[config.mk]
export PLATFORM = sky130hd
export DESIGN_NAME = diff_scan_unit
export DESIGN_NICKNAME = d
export VERILOG_FILES = /design/src/rtl/diff_scan_unit.sv
export SDC_FILE = /design/constraint.sdc
export NUM_CORES = 1
export LEC_CHECK = 0
export ABC_AREA = 1
export ABC_CLOCK_PERIOD_IN_PS = 15900
export CAP_MARGIN = 30
export CORE_ASPECT_RATIO = 1.5
export CORE_MARGIN = 4
export CORE_UTILIZATION = 53
export CTS_BUF_LIST = sky130_fd_sc_hd__clkbuf_2
export DETAILED_ROUTE_END_ITERATION = 6
export PLACE_DENSITY = 0.88
export SYNTH_ARGS = -nofsm -noshare
export SYNTH_HDL_FRONTEND = slang
export SYNTH_SLANG_ARGS = --single-unit
[constraint.sdc]
create_clock -name clk -period 15.9 [get_ports clk]
set_input_delay 3.18 -clock clk [delete_from_list [all_inputs] [get_ports clk]]
set_output_delay 3.18 -clock clk [all_outputs]
set_load 0.02 [all_outputs]
[src/rtl/diff_scan_unit.sv]
// diff_scan_unit
//   Multi-cycle bit-difference unit. It compares operands a and b over WIDTH
//   bits, scanning CHUNK bits of a^b per cycle. It reports one of three
//   results: the lowest differing bit, the highest differing bit, or the
//   number of differing bits. Latency is fixed at NCHUNK cycles from accept to
//   out_valid, whatever the data.
//
// Ports
//   clk        clock; all state updates on the rising edge
//   rst        synchronous reset, active low
//   in_valid   operands and mode are valid
//   in_ready   unit is idle and can accept a transaction
//   a, b       operands (WIDTH bits)
//   mode       00 LOW, 01 HIGH, 10 COUNT, 11 reserved (runs as LOW)
//   out_valid  result, equal and mode_o are valid
//   out_ready  consumer accepts the result
//   result     index or count (RES_W bits); WIDTH when no bit differs in LOW/HIGH
//   equal      a == b for the completed transaction
//   mode_o     mode of the completed transaction (reserved reported as 00)
//   busy       a transaction is scanning or waiting for its output handshake
module diff_scan_unit #(
   parameter  int WIDTH  = 32,
   parameter  int CHUNK  = 8,
   localparam int NCHUNK = WIDTH / CHUNK,
   localparam int RES_W  = $clog2(WIDTH + 1)
) (
   input  logic             clk,
   input  logic             rst,
   input  logic             in_valid,
   output logic             in_ready,
   input  logic [WIDTH-1:0] a,
   input  logic [WIDTH-1:0] b,
   input  logic [1:0]       mode,
   output logic             out_valid,
   input  logic             out_ready,
   output logic [RES_W-1:0] result,
   output logic             equal,
   output logic [1:0]       mode_o,
   output logic             busy
);

   localparam int KW = (NCHUNK > 1) ? $clog2(NCHUNK) : 1;

   typedef enum logic [1:0] {
      S_IDLE,
      S_SCAN,
      S_DONE
   } state_t;

   typedef enum logic [1:0] {
      M_LOW   = 2'b00,
      M_HIGH  = 2'b01,
      M_COUNT = 2'b10
   } mode_t;

   state_t             state;
   state_t             state_nxt;
   logic [KW-1:0]      k;
   logic [WIDTH-1:0]   x;
   mode_t              mode_q;
   logic [RES_W-1:0]   acc;
   logic               found;

   // Per-chunk scan results
   int unsigned        bit_base;
   logic [CHUNK-1:0]   chunk;
   logic               chunk_nz;
   logic               lo_seen;
   logic [RES_W-1:0]   base_r;
   logic [RES_W-1:0]   lo_off;
   logic [RES_W-1:0]   hi_off;
   logic [RES_W-1:0]   pc;
   logic [RES_W-1:0]   acc_nxt;
   logic               found_nxt;
   logic               last;
   logic [RES_W-1:0]   final_res;

   // Chunk extraction and reductions
   always_comb begin
      bit_base = 32'(CHUNK) * 32'(k);
      // A shift keeps the chunk select free of index-width concerns.
      chunk    = CHUNK'(x >> bit_base);
      chunk_nz = |chunk;
      base_r   = RES_W'(bit_base);
      lo_off   = '0;
      hi_off   = '0;
      pc       = '0;
      lo_seen  = 1'b0;
      for (int unsigned i = 0; i < 32'(CHUNK); i++) begin
         if (chunk[i]) begin
            if (!lo_seen) begin
               lo_off  = RES_W'(i);
               lo_seen = 1'b1;
            end
            hi_off = RES_W'(i);
            pc     = pc + RES_W'(1);
         end
      end
   end

   // Accumulator update for the chunk being scanned this cycle
   always_comb begin
      acc_nxt   = acc;
      found_nxt = found;
      case (mode_q)
         M_LOW: begin
            // First nonzero chunk wins; later chunks leave acc alone.
            if (!found && chunk_nz) begin
               acc_nxt   = base_r + lo_off;
               found_nxt = 1'b1;
            end
         end
         M_HIGH: begin
            // Last nonzero chunk wins.
            if (chunk_nz) begin
               acc_nxt   = base_r + hi_off;
               found_nxt = 1'b1;
            end
         end
         M_COUNT: begin
            acc_nxt = acc + pc;
         end
         default: begin
         end
      endcase
      last      = (k == KW'(NCHUNK - 1));
      final_res = ((mode_q == M_COUNT) || found_nxt) ? acc_nxt : RES_W'(WIDTH);
   end

   // State register
   always_ff @(posedge clk) begin
      if (!rst) begin
         state <= S_IDLE;
      end else begin
         state <= state_nxt;
      end
   end

   // Next state and handshake outputs
   always_comb begin
      state_nxt = state;
      in_ready  = 1'b0;
      out_valid = 1'b0;
      busy      = 1'b0;
      case (state)
         S_IDLE: begin
            in_ready = 1'b1;
            if (in_valid) begin
               state_nxt = S_SCAN;
            end
         end
         S_SCAN: begin
            busy = 1'b1;
            if (last) begin
               state_nxt = S_DONE;
            end
         end
         S_DONE: begin
            busy      = 1'b1;
            out_valid = 1'b1;
            if (out_ready) begin
               state_nxt = S_IDLE;
            end
         end
         default: begin
            state_nxt = S_IDLE;
         end
      endcase
   end

   // Datapath registers
   always_ff @(posedge clk) begin
      if (!rst) begin
         k      <= '0;
         x      <= '0;
         found  <= 1'b0;
         acc    <= '0;
         mode_q <= M_LOW;
         result <= '0;
         equal  <= 1'b0;
         mode_o <= 2'b00;
      end else begin
         case (state)
            S_IDLE: begin
               if (in_valid) begin
                  x      <= a ^ b;
                  mode_q <= (mode == 2'b11) ? M_LOW : mode_t'(mode);
                  acc    <= '0;
                  found  <= 1'b0;
                  k      <= '0;
               end
            end
            S_SCAN: begin
               acc   <= acc_nxt;
               found <= found_nxt;
               if (last) begin
                  k      <= '0;
                  result <= final_res;
                  equal  <= (x == '0);
                  mode_o <= mode_q;
               end else begin
                  k <= k + KW'(1);
               end
            end
            default: begin
            end
         endcase
      end
   end

endmodule

==> metrics.md <==
| Metric | Value |
|---|---|
| Status | finished, final reports clean |
| Clock period minus worst slack | just under 6 ns |
| Multi-input gate area in the final layout | 2506 sq um |
| Critical path's largest stage delay | 0.85 ns |
| Yosys reg bits | 54 |
| Starting Density | 0.5422 |
| Max cap viols | 0 |
| Placed Area | 4787 sq um |
| Clk_lat worst skew | 0.47 ns |
| Hpwl dp | 8386 um |
| GR Overflow Total | 0 |
| Htree depth | 2 |
| Final Cell Area | 4825 sq um |
| Vias in the first global route | approximately 4,000 |
| HP Class | flip-flop to flip-flop |
| Die Ht | 113.3 um |
| Antenna violations before repair | 0 |
| Setup TNS | 0 ns |
| Reg2Reg Depth | 30 |
| Yosys warning count | 0 |
| Net Count, Synth | 672 |
| Nets@finish | ~750 |
| Leakage power | between 0.002 and 0.0025 uW |
| Post-CTS setup buffer count | 0 |
| Power per cell area | 173.4 nW/um^2 |
| Register area share after synthesis | 0.2759 |
| Post-cts resize count | 0 |
| CTS Sinks | 54 |
| Worst Path Arrival | about 6.3 ns |
| Wire length of the first global-routing pass | 17,670 um |
| Worst IR drop on VDD | ~0.0001 V |
| Relative slew slack | 0.5167 |
| Total CTS buffers | 5 |
| Clock buffer depth | 2 |
| Drt wl/cell | 13.56 um |
| Fin crit share | 0.3705 |
| Cell Area, Synth | 3919 sq um |
| Max Fclk | 169.7 MHz |
| Skew final | 0.03100 ns |
| Area grow syn2layout | 23.12% |
| Vias | 4,073 |
| ANT cells | 0 |
| Tot GR Track Use | 0.2417 |
| CTS tree | yes |
| Fill count | ~670 |
| Max Transition Viols Final | 0 |
| CP Data Required Time | approximately 16 ns |
| Area contributors post-synth | dfxtp_1, nand2_1, a21oi_1, xnor2_1, ha_1 |
| Clk root buf | clkbuf_2 |
| Setup Viol. Count Final | 0 |
| Top-level I/O count | 82 |
| CP startpoint kind | flip-flop |
| Count of different cell masters after synthesis | 36 |
| Syn Inst Count | a little under 600 |
| Synth async-reset ratio | 0 |
| Most common cell after layout, fill and taps aside | nand2_1 |
| I/O Buffers | slightly above 80 |
| Worst-path clk slew | 0.28 ns |
| Worst-Margin Slew | 0.7239 ns |
| Drt pass-1 iters | 5 |
| Hold depth | 2 |
| Core Box Area | around 7200 sq um |
| Row cnt | 38 |
| Top FF cell, synth | dfxtp_1 |
| # DRC | 0 |
| CP max-delay cell | dfxtp_1 |
| Largest net degree at the start of global routing | 66 |
| Final ANT Viol Nets | 0 |
| Vias per cell | 5.395 |
| Die W | 78.21 um |
| Final Util | 0.6676 |
| Die area | 8862 sq um |
| WL final | 10,240 um |
| EDFF count, synth | 0 |
| Cts hold-fix bufs | 0 |
| Mean Syn Cell Area | 6.733 sq um |
| CP most frequent cell | ha_1 |
| Final RePlAce weighted congestion | about 0.91 |
| RSZ-0062 raised after global routing | false |
| CP Max Fanout | 20 |
| Commonest non-fill, non-tap cells in the layout | nand2_1, clkdlybuf4s50_1, a21oi_1, dfxtp_1, inv_1 |
| Reg area | 1081 sq um |
| Share of layout cells above drive strength 1 | 0.09008 |
| Largest area contributor in the netlist | dfxtp_1 |
| Crit Path Class | flip-flop to flip-flop |
| Setup crit end kind | flip-flop |
| Final Hold Viols | 0 |
| Post-synth top area share | 0.2759 |
| 1st-iter DRT viols | 264 |
==> cell type report <==
cell class,instances,share of cell area
multi-input cells,448,0.5194
repair buffers,83,0.1727
flip-flops and latches,54,0.2241
inverters,63,0.05005
clock inverters,1,0.001556
clock buffers,6,0.006224
well taps,100,0.02593
==> worst max-delay path: cells and delay by family, from the launching register on <==
family	cells	cell delay (ns)
AND/OR/NAND/NOR	15	1.64
buffers and inverters	3	0.27
flip-flops	1	0.85
AO/OA/AOI/OAI	6	1.28
adder cells (fa/ha/maj)	6	1.82
==> synthesized netlist by cell type, types with 3 or more instances <==
cell and count:
nand3_2 5, or2_2 4, nand2_1 136, nand2_2 18, o211ai_1 4, a21oi_1 65
buf_4 3, nor4_1 8, xnor2_1 33, o21ai_1 3, dfxtp_1 54, inv_1 51
nor2_1 30, inv_2 9, nand3_1 47, nand3b_1 4, nand2_4 5, ha_1 19
clkbuf_1 12, o21ai_0 47
==> where the power goes <==
part	leakage, uW	total [uW]	internal [uW]	switching [uW]
combinational	0.00158	577	212	365
sequential	0.000443	206	168	38.3
clock	0.0000251	54.0	10.6	43.4
==> kinds of logic (layout without fill, tap and decap cells) <==
logic type	count (synthesis)	count (layout)	share of synthesized area
compound gates	126	126	0.1702
xor+xnor	35	35	0.07823
fa+ha+maj	20	20	0.06577
buf+inv	80	153	0.08461
flops	54	54	0.2759
simple gates	267	267	0.3254
==> sequential cells by signal (all words and copies together), names as in the netlist <==
register  count
x            32
acc           6
result        6
k             2
mode_o        2
mode_q        2
state         2
equal         1
found         1
==> stage by stage <==
step / total power, uW / std cells / worst slack, ns / hold WS [ns]
global placement: 754.4 / 747 / 10.35 / 0.4578
floorplan: 645.5 / 582 / 10.84 / 0.4590
CTS: 835.3 / 755 / 9.984 / 0.4901
global route: 936.8 / 755 / 9.381 / 0.5149
finish: 836.8 / 755 / 10.01 / 0.4915
detailed placement: 780.6 / 748 / 10.03 / 0.4591
==> final timing paths <==
path	start	to	slack (ns)
worst min register to register	result[1]$_SDFFE_PN0P_	result[1]$_SDFFE_PN0P_	0.49
worst max register to register	k[0]$_SDFFE_PN0P_	acc[5]$_SDFFE_PN0P_	10.01
worst max-delay path	k[0]$_SDFFE_PN0P_	acc[5]$_SDFFE_PN0P_	10.01
worst min-delay path	result[1]$_SDFFE_PN0P_	result[1]$_SDFFE_PN0P_	0.49
==> routing by layer <==
metal  global-route usage  share of wire  vias up
li1                     -              -     2059
met1               0.2577           0.39     1904
met2               0.4828           0.56       94
met3              0.02866          0.032       16
met4              0.07235          0.017        0
met5                    0              0        -
No activity file was read; power rests on OpenSTA's default activity.
